==> config.mk <==
export PLATFORM = sky130hd
export DESIGN_NAME = reg_wb_arbiter
export DESIGN_NICKNAME = d
export VERILOG_FILES = /design/src/rtl/cpu_pkg.sv /design/src/rtl/wb_queue.sv /design/src/rtl/reg_wb_arbiter.sv
export SDC_FILE = /design/constraint.sdc
export NUM_CORES = 1
export LEC_CHECK = 0
export BUFFER_PORTS_ARGS = -buffer_cell sky130_fd_sc_hd__buf_2
export CORE_ASPECT_RATIO = 0.8
export CORE_MARGIN = 3
export CORE_UTILIZATION = 48
export CTS_BUF_LIST = sky130_fd_sc_hd__clkbuf_4 sky130_fd_sc_hd__clkbuf_8 sky130_fd_sc_hd__clkbuf_16
export DETAILED_ROUTE_END_ITERATION = 8
export HOLD_SLACK_MARGIN = 0.12
export PLACE_DENSITY_LB_ADDON = 0.3
export SLEW_MARGIN = 20
export SYNTH_ARGS = -nofsm -noshare
export SYNTH_HDL_FRONTEND = slang
export SYNTH_SLANG_ARGS = --single-unit
==> constraint.sdc <==
create_clock -name CLK -period 2.37 [get_ports CLK]
set_clock_uncertainty 0.2 [all_clocks]
set_input_delay 0.3555 -clock CLK [delete_from_list [all_inputs] [get_ports CLK]]
set_output_delay 0.3555 -clock CLK [all_outputs]
set_load 0.02 [all_outputs]
==> src/rtl/cpu_pkg.sv <==
// Shared CPU writeback definitions: datapath widths, queue entry layout and
// the writeback port grant encoding.
package cpu_pkg;

  localparam int unsigned DATA_W = 8;
  localparam int unsigned ADDR_W = 3;

  typedef struct packed {
    logic              valid;
    logic [ADDR_W-1:0] addr;
    logic [DATA_W-1:0] data;
  } wb_entry_t;

  typedef enum logic [1:0] {
    GNT_NONE,
    GNT_MEM,
    GNT_Q,
    GNT_ALU
  } grant_t;

endpackage

==> src/rtl/wb_queue.sv <==
// Shift-compacting in-order holding queue for ALU writebacks that lost the
// register-file write port. Entry 0 is always the head.
module wb_queue
  import cpu_pkg::*;
#(
  parameter int unsigned DEPTH = 2
) (
  input  logic                      CLK,
  input  logic                      RESET,
  input  logic                      push,
  input  logic [ADDR_W-1:0]         push_addr,
  input  logic [DATA_W-1:0]         push_data,
  input  logic                      pop,
  input  logic                      squash,
  input  logic [ADDR_W-1:0]         squash_addr,
  output logic [ADDR_W-1:0]         head_addr,
  output logic [DATA_W-1:0]         head_data,
  output logic [$clog2(DEPTH):0]    count
);

  localparam int unsigned AW = $clog2(DEPTH);
  localparam int unsigned CW = AW + 1;

  wb_entry_t      q     [DEPTH];
  wb_entry_t      q_nxt [DEPTH];
  logic [CW-1:0]  cnt;
  logic [CW-1:0]  cnt_nxt;

  // Survivors of pop/squash are packed toward entry 0 in their original
  // order, then the new push lands right behind the last survivor.
  always_comb begin
    for (int unsigned i = 0; i < DEPTH; i++) q_nxt[i] = '0;
    cnt_nxt = '0;
    for (int unsigned i = 0; i < DEPTH; i++) begin
      if (q[i].valid && !(pop && i == 0) && !(squash && q[i].addr == squash_addr)) begin
        q_nxt[cnt_nxt[AW-1:0]] = q[i];
        cnt_nxt = cnt_nxt + 1'b1;
      end
    end
    if (push && cnt_nxt < CW'(DEPTH)) begin
      q_nxt[cnt_nxt[AW-1:0]] = '{valid: 1'b1, addr: push_addr, data: push_data};
      cnt_nxt = cnt_nxt + 1'b1;
    end
  end

  always_ff @(posedge CLK) begin
    if (RESET) begin
      for (int unsigned i = 0; i < DEPTH; i++) q[i] <= '0;
      cnt <= '0;
    end else begin
      for (int unsigned i = 0; i < DEPTH; i++) q[i] <= q_nxt[i];
      cnt <= cnt_nxt;
    end
  end

  assign head_addr = q[0].addr;
  assign head_data = q[0].data;
  assign count     = cnt;

endmodule

==> src/rtl/reg_wb_arbiter.sv <==
// Arbitrates the register file's single write port between load (MEM, fixed
// priority) and ALU writebacks; losing ALU writes wait in wb_queue.
module reg_wb_arbiter
  import cpu_pkg::*;
#(
  parameter int unsigned DEPTH = 2
) (
  input  logic                      CLK,
  input  logic                      RESET,
  input  logic                      ALU_REQ,
  input  logic [ADDR_W-1:0]         ALU_ADDR,
  input  logic [DATA_W-1:0]         ALU_DATA,
  input  logic                      MEM_REQ,
  input  logic [ADDR_W-1:0]         MEM_ADDR,
  input  logic [DATA_W-1:0]         MEM_DATA,
  output logic                      RF_WRITE,
  output logic [ADDR_W-1:0]         RF_ADDR,
  output logic [DATA_W-1:0]         RF_DATA,
  output logic                      ALU_STALL,
  output logic [$clog2(DEPTH):0]    PEND_CNT,
  output logic                      ERR_DROP
);

  localparam int unsigned CW = $clog2(DEPTH) + 1;

  grant_t            grant;
  logic              push;
  logic              pop;
  logic [ADDR_W-1:0] head_addr;
  logic [DATA_W-1:0] head_data;

  assign ALU_STALL = (PEND_CNT == CW'(DEPTH));

  always_comb begin
    grant = GNT_NONE;
    if (MEM_REQ)                grant = GNT_MEM;
    else if (PEND_CNT != '0)    grant = GNT_Q;
    else if (ALU_REQ)           grant = GNT_ALU;
  end

  // A load squashes older queued writes to its register; an ALU write in the
  // same cycle is newer still, so it is enqueued regardless of address.
  assign pop  = (grant == GNT_Q);
  assign push = ALU_REQ && !ALU_STALL && (grant != GNT_ALU);

  wb_queue #(
    .DEPTH (DEPTH)
  ) u_queue (
    .CLK         (CLK),
    .RESET       (RESET),
    .push        (push),
    .push_addr   (ALU_ADDR),
    .push_data   (ALU_DATA),
    .pop         (pop),
    .squash      (MEM_REQ),
    .squash_addr (MEM_ADDR),
    .head_addr   (head_addr),
    .head_data   (head_data),
    .count       (PEND_CNT)
  );

  always_ff @(posedge CLK) begin
    if (RESET) begin
      RF_WRITE <= 1'b0;
      RF_ADDR  <= '0;
      RF_DATA  <= '0;
      ERR_DROP <= 1'b0;
    end else begin
      if (ALU_REQ && ALU_STALL) ERR_DROP <= 1'b1;
      unique case (grant)
        GNT_MEM: begin
          RF_WRITE <= 1'b1;
          RF_ADDR  <= MEM_ADDR;
          RF_DATA  <= MEM_DATA;
        end
        GNT_Q: begin
          RF_WRITE <= 1'b1;
          RF_ADDR  <= head_addr;
          RF_DATA  <= head_data;
        end
        GNT_ALU: begin
          RF_WRITE <= 1'b1;
          RF_ADDR  <= ALU_ADDR;
          RF_DATA  <= ALU_DATA;
        end
        default: RF_WRITE <= 1'b0;
      endcase
    end
  end

endmodule

==> results.txt <==
synth top area cells: dfxtp_1, nor2_1, a21oi_1
Mapped Cells: 222
Max Buffers Root-to-Sink: 2
core area: 3570 um2
Slew @ Worst Pin: 0.469 ns
Final Wtd Congestion: 0.866
remaining routing DRC violations: 0
# IOs: 42
setup slack after layout: -0.0141 ns
Post-synth EDFFs: 0
Area after DPL: 2240 um2
cell taking the most area after synthesis: dfxtp_1
Synth Area in Simple Gates: 0.212
hold-fix buffers at CTS: 0
row cnt: 19
failing checks: setup timing
largest net degree at the start of global routing: 26
Reg clk slew, reported paths: 0.07 ns
crit path launch: u_queue.q[0][9]$_SDFF_PP0_
Setup Viol. Count Final: 4
Hold Violations, Final: 0
drt via density: 5.94
fin area: 2550 um2
grt ovf: 0
Detail Route Antenna Nets: 0
R2R Setup Slk: -0.01 ns
R2R Path Start: u_queue.q[0][9]$_SDFF_PP0_
GRT Overall Usage: 0.214
wire per inst: 16.2 um
Period Utilization, post-route: 1.01
Clk Latency, worst-skew pair: 0.28 ns
antenna diode count: 0
critical path required time: 2.34 ns
layout cells sized above 1: 0.401
Max-Cap Viols: 0
Netlist cell types: 31
HPWL Detailed: 3480 um
minimum hold slack: 0.141 ns
Async SR Flop Fraction: 0
drt first pass iters: 7
Die ar.: 4630 um2
placed cell count: 311
htree depth: 2
initial antenna violation count: 0
RSZ-0062 raised after global routing: yes
vias in the first global route: 1,559
hold endpoint: u_queue.q[0][16]$_SDFF_PP0_
Post-synth top flop: dfxtp_1
Die W: 75.3 um
# port buffers: 41
Max Clock Freq: 0.419 GHz
Fin Setup TNS: -0.0294 ns
Synth Area in Compound Gates: 0.248
pre-CTS setup slack: -0.386 ns
relative max-transition margin: 0.686
Post-Synth Adder-Cell Area: 0.0136
FILL cells: 281
VDD IR max: 0.000405 V
post-synth net total: 250
synth cell count leaders: nor2_1, dfxtp_1, a21oi_1
share of the synthesized area in the top cell type: 0.423
Reg area: 788 um2
Initial Utilization: 0.517
Die Ht: 61.4 um
Seq/Total Area, Yosys: 0.423
largest family of logic cells by synthesized area: compound AO/OA/AOI/OAI gates
via count: 1,936
TritonCTS clock tree: built
final WL: 5290 um
mux contribution to synthesized area: 0
first-pass GRT wire length: 7530 um
Lkg Pwr: 1.13 nW
Multi-input gate area: 1110 um2
clk root buf: clkbuf_8
depth of the worst register-to-register path: 9
Post-Syn Area: 1840 um2
Yosys warnings: 0
Worst R2R End: u_queue.q[0][9]$_SDFF_PP0_
WS Path Type: reg2reg
Clock Sink Count: 39
drt first-iter violations: 136
Synth Area per Inst: 8.31 um2
beginning of the worst hold path: ALU_DATA[4]
crit end category: flop
startpoint types: flop
Num CTS Buffers: 5
crit-path max FO: 3
Worst EP arrival: 2.36 ns
path category of the worst min-delay check: in2reg
final worst path period need: 2.38 ns
Area growth syn-to-layout: 38.1%
synthesis-stage register bit count: 39
fin. max-slew vios: 0
Synth Area in XOR/XNOR: 0.0332
hold path depth: 3
status: complete, but fails checks
fin nets: 311
most frequent cell after synthesis: nor2_1
Layout Cells excl Fill: 326
P per Cell Area: 657 nW/um2
==> worst max-delay path by stage <==
| stage | slack (ns) | endpoint |
|---|---|---|
| 6_report | -0.01 | u_queue.q[0][9]$_SDFF_PP0_ |
| 5_1_grt | -0.12 | u_queue.q[0][17]$_SDFF_PP0_ |
| 4_1_cts | 0.04 | u_queue.q[0][2]$_SDFF_PP0_ |
| 3_5_place_dp | -0.39 | u_queue.q[0][12]$_SDFF_PP0_ |
| 3_3_place_gp | -0.32 | u_queue.q[0][20]$_SDFF_PP0_ |
| 2_1_floorplan | 0.006 | u_queue.q[0][10]$_SDFF_PP0_ |
==> stage by stage <==
step / utilization / total power [mW]
finish: 0.714 / 1.67
global route: 0.714 / 1.75
CTS: 0.658 / 1.61
detailed placement: 0.628 / 1.15
global placement: 0.628 / 1.14
floorplan: - / 1.00
==> registers in the layout, summed over array words and instances, names as in the netlist <==
| name | flops |
|---|---|
| u_queue.q | 24 |
| u_queue.count | 2 |
| RF_WRITE | 1 |
| RF_DATA | 8 |
| ERR_DROP | 1 |
| RF_ADDR | 3 |
==> routing by layer <==
layer  track usage  vias up  share of wire
li1              -      918              -
met1         0.309      918           0.46
met2         0.335       90           0.46
met3        0.0489       10          0.071
met4        0.0299        0         0.0068
met5             0        -              0
==> power by group <==
group          total, mW  internal (mW)  switching, mW  leakage [nW]
logic              0.492          0.208          0.284         0.758
clock network      0.452          0.229          0.222        0.0491
registers          0.728          0.700         0.0289         0.322
==> repair_timing <==
action,4_1_cts,5_1_grt
pin swaps,0,15
buffers inserted,0,9
gates resized for setup,3,30
endpoints found under the setup margin,11,22
==> critical path: stages (launching register included) <==
cell	delay, ns
dfxtp_2	0.35
xnor2_2	0.18
and4_4	0.28
nor2_4	0.05
ha_4	0.16
nand2b_4	0.16
a211oi_4	0.36
buf_6	0.17
nor4_4	0.04
a211o_1	0.32
==> kinds of logic after synthesis <==
| kind of cell | count (synthesis) |
|---|---|
| compound gates | 63 |
| flops | 39 |
| xor+xnor | 7 |
| simple gates | 78 |
| fa+ha+maj | 2 |
| buf+inv | 33 |
==> area by class of cell <==
type / count / share of cell area
timing repair buffer: 71 / 0.176
sequential: 39 / 0.310
tap: 42 / 0.0206
clock inverter: 1 / 0.00197
inverter: 16 / 0.0236
multi-input combinational: 150 / 0.435
clock buffer: 7 / 0.0329
==> cells in the final DEF, fill, tap and decap left out, drive strengths merged <==
master and instances:
a211oi 3, nor2 41, nor4 2, xnor2 7, a22oi 8, dfxtp 39
nor3b 3, a21oi 25, inv 16, nand4 2, and4 2, clkbuf 7
nand3 8, nor3 12, nand2b 2, nor2b 1, clkinv 1, buf 71
o21ai 1, o21a 1, a32oi 11, nand2 2, and3b 3, ha 2
a211o 3, a311oi 11
Note: power is estimated with default switching activity, not from simulation.
